### config.mk
export PLATFORM = sky130hd
export DESIGN_NAME = key_search_ctrl
export DESIGN_NICKNAME = d
export VERILOG_FILES = /design/src/rtl/rc4_pkg.sv /design/src/rtl/key_stepper.sv /design/src/rtl/key_search_ctrl.sv
export SDC_FILE = /design/constraint.sdc
export NUM_CORES = 1
export LEC_CHECK = 0
export CAP_MARGIN = 20
export CORE_MARGIN = 4
export CORE_UTILIZATION = 62
export DETAILED_ROUTE_END_ITERATION = 6
export DONT_BUFFER_PORTS = 1
export GPL_TIMING_DRIVEN = 0
export HOLD_SLACK_MARGIN = 0.05
export MAX_ROUTING_LAYER = met4
export PLACE_DENSITY = 0.78
export SLEW_MARGIN = 5
export SYNTH_ARGS = -nofsm -noshare
export SYNTH_HDL_FRONTEND = slang
export SYNTH_SLANG_ARGS = --single-unit
### constraint.sdc
create_clock -name clk -period 3.9 [get_ports clk]
set_clock_uncertainty 0.1 [all_clocks]
set_input_delay 1.17 -clock clk [delete_from_list [all_inputs] [get_ports clk]]
set_output_delay 1.17 -clock clk [all_outputs]
set_load 0.01 [all_outputs]
### src/rtl/rc4_pkg.sv
// Shared types for the arcfour key-search slice: key packing and the search FSM encoding.
package rc4_pkg;

  localparam int KEY_BYTES = 3;

  // Key bytes are packed {byte2,byte1,byte0}, matching the core's switch_key.
  typedef logic [KEY_BYTES-1:0][7:0] key_t;

  typedef enum logic [2:0] {
    IDLE      = 3'd0,
    LAUNCH    = 3'd1,
    WAIT_DROP = 3'd2,
    WAIT_DONE = 3'd3,
    FOUND     = 3'd4,
    EXHAUSTED = 3'd5
  } search_state_t;

endpackage

### src/rtl/key_stepper.sv
// Holds the key presented to the arcfour core; loads KEY_FIRST, advances by KEY_STEP,
// and flags when the next step would pass KEY_LAST.
module key_stepper
  import rc4_pkg::*;
#(
  parameter int KEY_WIDTH = 22,
  parameter int KEY_FIRST = 0,
  parameter int KEY_LAST  = 2**22-1,
  parameter int KEY_STEP  = 1
) (
  input  logic        clk,
  input  logic        reset,
  input  logic        load,
  input  logic        step,
  output logic [23:0] key,
  output logic        last
);

  localparam logic [23:0] KEY_MASK = 24'((64'd1 << KEY_WIDTH) - 64'd1);
  localparam logic [23:0] FIRST24  = 24'(KEY_FIRST);
  localparam logic [24:0] LAST25   = 25'(KEY_LAST);
  localparam logic [24:0] STEP25   = 25'(KEY_STEP);

  key_t        key_q;
  logic [24:0] next_key;

  // One spare bit so a step past 2**24-1 compares as "beyond last" instead of wrapping.
  assign next_key = {1'b0, key_q} + STEP25;
  assign last     = (next_key > LAST25);
  assign key      = key_q;

  always_ff @(posedge clk or negedge reset) begin
    if (!reset) begin
      key_q <= FIRST24 & KEY_MASK;
    end else if (load) begin
      key_q <= FIRST24 & KEY_MASK;
    end else if (step && !last) begin
      key_q <= next_key[23:0] & KEY_MASK;
    end
  end

endmodule

### src/rtl/key_search_ctrl.sv
// Brute-force key-search controller: launches the arcfour core once per key until it
// reports success or the key range is exhausted.
module key_search_ctrl
  import rc4_pkg::*;
#(
  parameter int KEY_WIDTH = 22,
  parameter int KEY_FIRST = 0,
  parameter int KEY_LAST  = 2**22-1,
  parameter int KEY_STEP  = 1
) (
  input  logic               clk,
  input  logic               reset,
  input  logic               go,
  input  logic               abort,
  output logic               core_start,
  output logic [23:0]        core_key,
  input  logic               core_finished,
  input  logic               core_success,
  output logic               busy,
  output logic               found,
  output logic               exhausted,
  output logic [23:0]        result_key,
  output logic [KEY_WIDTH:0] keys_tried,
  output logic [2:0]         dbg_state
);

  // Core handshake: core_start is a single-cycle request; core_finished is a level that
  // must be seen low then high before a run counts, and core_success is only sampled
  // on the cycle core_finished is observed high in WAIT_DONE.

  localparam logic [2:0] S_IDLE      = IDLE;
  localparam logic [2:0] S_LAUNCH    = LAUNCH;
  localparam logic [2:0] S_WAIT_DROP = WAIT_DROP;
  localparam logic [2:0] S_WAIT_DONE = WAIT_DONE;
  localparam logic [2:0] S_FOUND     = FOUND;
  localparam logic [2:0] S_EXHAUSTED = EXHAUSTED;

  localparam logic [KEY_WIDTH:0] TRIED_ONE = {{KEY_WIDTH{1'b0}}, 1'b1};

  logic [2:0] state;
  logic       key_last;
  logic       at_rest;
  logic       done_cycle;
  logic       load_key;
  logic       step_key;
  key_t       win_key;

  assign at_rest    = (state == S_IDLE) || (state == S_FOUND) || (state == S_EXHAUSTED);
  assign done_cycle = !abort && (state == S_WAIT_DONE) && core_finished;
  assign load_key   = !abort && go && at_rest;
  assign step_key   = done_cycle && !core_success;

  key_stepper #(
    .KEY_WIDTH (KEY_WIDTH),
    .KEY_FIRST (KEY_FIRST),
    .KEY_LAST  (KEY_LAST),
    .KEY_STEP  (KEY_STEP)
  ) u_stepper (
    .clk   (clk),
    .reset (reset),
    .load  (load_key),
    .step  (step_key),
    .key   (core_key),
    .last  (key_last)
  );

  assign core_start = (state == S_LAUNCH);
  assign busy       = (state == S_LAUNCH) || (state == S_WAIT_DROP) || (state == S_WAIT_DONE);
  assign result_key = found ? win_key : core_key;
  assign dbg_state  = state;

  always_ff @(posedge clk or negedge reset) begin
    if (!reset) begin
      state      <= S_IDLE;
      found      <= 1'b0;
      exhausted  <= 1'b0;
      keys_tried <= '0;
      win_key    <= '0;
    end else if (abort) begin
      state     <= S_IDLE;
      found     <= 1'b0;
      exhausted <= 1'b0;
    end else begin
      case (state)
        S_IDLE, S_FOUND, S_EXHAUSTED: begin
          if (go) begin
            found      <= 1'b0;
            exhausted  <= 1'b0;
            keys_tried <= '0;
            state      <= S_LAUNCH;
          end
        end
        S_LAUNCH:    state <= S_WAIT_DROP;
        S_WAIT_DROP: if (!core_finished) state <= S_WAIT_DONE;
        S_WAIT_DONE: begin
          if (core_finished) begin
            if (keys_tried != '1) keys_tried <= keys_tried + TRIED_ONE;
            if (core_success) begin
              state   <= S_FOUND;
              found   <= 1'b1;
              win_key <= core_key;
            end else if (key_last) begin
              state     <= S_EXHAUSTED;
              exhausted <= 1'b1;
            end else begin
              state <= S_LAUNCH;
            end
          end
        end
        default: state <= S_IDLE;
      endcase
    end
  end

endmodule

==> results.toml <==
[outcome]
run_status = "finished clean"

[timing]
period_share_pct = 88.5
tightest_slew_ps = 844
rsz0062_at_grt = "false"
hold_viol_final = 0
setup_viol = 0
fmax_mhz = 290
setup_tns_ps = 0
timing.final.crit_period_ps = 3450
slew_viol_final = 0
slew_headroom_pct = 43.3

[critical_path]
path_class = "flop to flop"
cp_top_family = "simple AND/OR/NAND/NOR gates"
crit_path_start = "u_stepper.key[1]"
worstPathCellList = "ha_1 -> nand3_2 -> or4_1 -> buf_2 -> or3_4 -> a211oi_2 -> nand4_1 -> a21oi_1 -> buf_2 -> a221o_1"
path_common_cell = "buf_2"
cp_data_arrival_time_ps = 3630
critical_path_peak_fanout = 10
slowest_delay_ps = 550
startpoint_type = "flop"
crit_cells = 10
crit_required_ps = 4070
crit_buf_inv = 2
endpoint_kind = "flop"
reg2reg_from = "u_stepper.key[1]"
cp_slowest_cell = "dfrtp_1"
r2r_cells = 10

[floorplan]
dieWidth_um = 89.2
die_h_um = 89.2
dieArea_sq_um = 7960
start_util_pct = 64.0
placementRows = 29
core_sq_um = 6390
io_pins = 84

[yosys]
synth-seq-cells = 72
synth_edf_count = 0
avgSynthCellArea_sq_um = 9.60
synth.distinct_cells = 50
netlist_area_sq_um = 4090
yosys_warnings = 0
syn_inst = 426
yosysSeqAreaShare_pct = 44.1
ys.flop_type = "dfrtp_1"
async_flop_share_pct = 100

[routing]
initialDrtViolationCount = 228
detail_route.wl_per_cell_um = 18.0
routed_via_density = 6.29
drt_wl_total_um = 9380
vias = 3282
drc = 0
ant_nets = 0
firstDrtPassIters = 4

[clock_network]
cts_tree = "done"
path_clk_slew_ps = 80
max-clock-path-buffers = 2
root_buffer = "clkbuf_8"
cts_hold_buf = 0
cts_made_buffers = 9
clock_latency_ps = 340
cts_resized = 0
post-cts-setup-buffers = 0
htreeDepth = 3
clock-sinks = 72

[run]
maxCapViolations = 0

[finish]
area_growth_pct = 8.63
final_area_sq_um = 4440
nNetsFinal = 449
antenna_cells = 0
drive_above_1_share_pct = 18.2

[worst_hold_path]
hold-path-cell-count = 2
min_path_type = "flop to flop"
hp-start = "win_key[20]"

[global_routing]
grt_pass1_vias = 3170
grt_pass1_wl_um = 15400
grt-ovfl-total = 0
grt_use_met2_pct = 41.9
antenna_found_initial = 0
grt.busiest_layer = "met2"
gr-usage-met1_pct = 32.2
grtUsageMet3_pct = 5.53
grt_use_total_pct = 25.9
grt_max_degree = 73

[pwr]
ir_worst_vdd_mv = 0.204
leakagePower_nw = 2.10
power_density_nw_per_um2 = 347

[place]
io_buffers = 0
gp_congestion = 0.931
hpwl_um = 6700
postPlaceCellArea_sq_um = 4200
flip-flops by register name, indices dropped and copies added, names as in the netlist:
signal         count
keys_tried        23
u_stepper.key     22
win_key           22
dbg_state          3
exhausted          1
found              1
path summary, 6_finish.rpt:
check / slack, ps / to
max: 450 / u_stepper.key[2]
min: 400 / win_key[20]
max reg2reg: 450 / u_stepper.key[2]
min reg2reg: 400 / win_key[20]
max in group asynchronous: 3180 / keys_tried[14]
min in group asynchronous: 420 / keys_tried[17]
worst reg2reg max path, cell delays in order, from the launching register on:
cell and delay (ps):
dfrtp_1 550, ha_1 310, nand3_2 170, or4_1 530
buf_2 170, or3_4 340, a211oi_2 280, nand4_1 190
a21oi_1 250, buf_2 290, a221o_1 190
layout make-up:
cell class | count | area, sq um
Clock inverter | 5 | 104
Sequential cell | 72 | 1800
Tap cell | 77 | 96.3
Inverter | 4 | 15.0
Multi-Input combinational cell | 316 | 2090
Fill cell | 515 | 1940
Clock buffer | 11 | 141
Buffer | 37 | 193
cell usage after synthesis, drive strengths merged, types with 2 or more instances:
cell | instances | area [sq um]
nand2 | 30 | 113
nand3 | 30 | 155
a31oi | 2 | 12.5
nand4 | 9 | 56.3
nor4b | 2 | 17.5
mux2 | 41 | 462
a211o | 13 | 114
a21oi | 5 | 25.0
and4 | 6 | 52.6
a21o | 2 | 15.0
o21ai | 14 | 70.1
nand4b | 3 | 26.3
xor2 | 12 | 105
nor3 | 26 | 130
xnor2 | 10 | 87.6
dfrtp | 72 | 1800
or3 | 5 | 36.3
a221o | 6 | 60.1
nor2b | 4 | 25.0
and2 | 2 | 12.5
a211oi | 4 | 35.0
nor2 | 48 | 183
clkbuf | 18 | 68.8
nor4 | 9 | 62.6
nand2b | 5 | 31.3
ha | 3 | 37.5
inv | 4 | 15.0
buf | 19 | 124
and3 | 10 | 62.6
cells by family (layout without fill, tap and decap cells):
family,Yosys count,after routing,share of synthesized area [%]
flops,72,72,44.1
fa+ha+maj,3,3,0.918
other cells,1,4,0.0917
mux,42,42,11.5
compound gates,51,51,9.12
simple gates,194,194,24.5
xor+xnor,22,22,4.71
buf+inv,41,57,5.08
routing by layer:
metal / vias to the layer above / part of all wire (%) / wire (um)
met5: - / 0 / 0
li1: 1555 / - / -
met2: 113 / 50 / 4730
met4: 0 / 1.5 / 142
met1: 1601 / 40 / 3760
met3: 13 / 7.9 / 740
cells in the final DEF, fill, tap and decap left out, types with 4 or more instances in the layout:
cell type / count
nand2b_1: 5
nand3_1: 29
nand2_1: 30
nor3_1: 26
nor2_1: 47
o21ai_0: 14
and3_1: 10
mux2_2: 41
buf_2: 9
xor2_1: 12
a221o_1: 6
nor4_1: 8
nor2b_1: 4
and4_1: 6
conb_1: 4
xnor2_1: 10
nand4_1: 9
inv_1: 4
a21oi_1: 5
a211o_1: 13
clkbuf_8: 10
or3_1: 4
dfrtp_1: 72
buf_4: 7
clkbuf_1: 18
report_power, final:
group	leakage, nW	total (mW)	switching, mW	internal (mW)
Clock	0.124	0.717	0.274	0.443
Sequential	1.00	0.758	0.00823	0.750
Combinational	0.970	0.0649	0.0440	0.0208
Total	2.10	1.54	0.326	1.21
through the flow:
stage | power [mW] | worst slack, ps | instances | util [%] | hold WS, ps
finish | 1.54 | 449 | 522 | 69.6 | 395
global route | 1.59 | 257 | 522 | 69.6 | 396
CTS | 1.55 | 458 | 522 | 69.6 | 397
detailed placement | 0.838 | 485 | 506 | 65.7 | 380
global placement | 0.836 | 568 | 506 | 65.7 | 363
floorplan | 0.822 | 828 | 429 | - | 350
No activity file was read; power rests on OpenSTA's default activity.
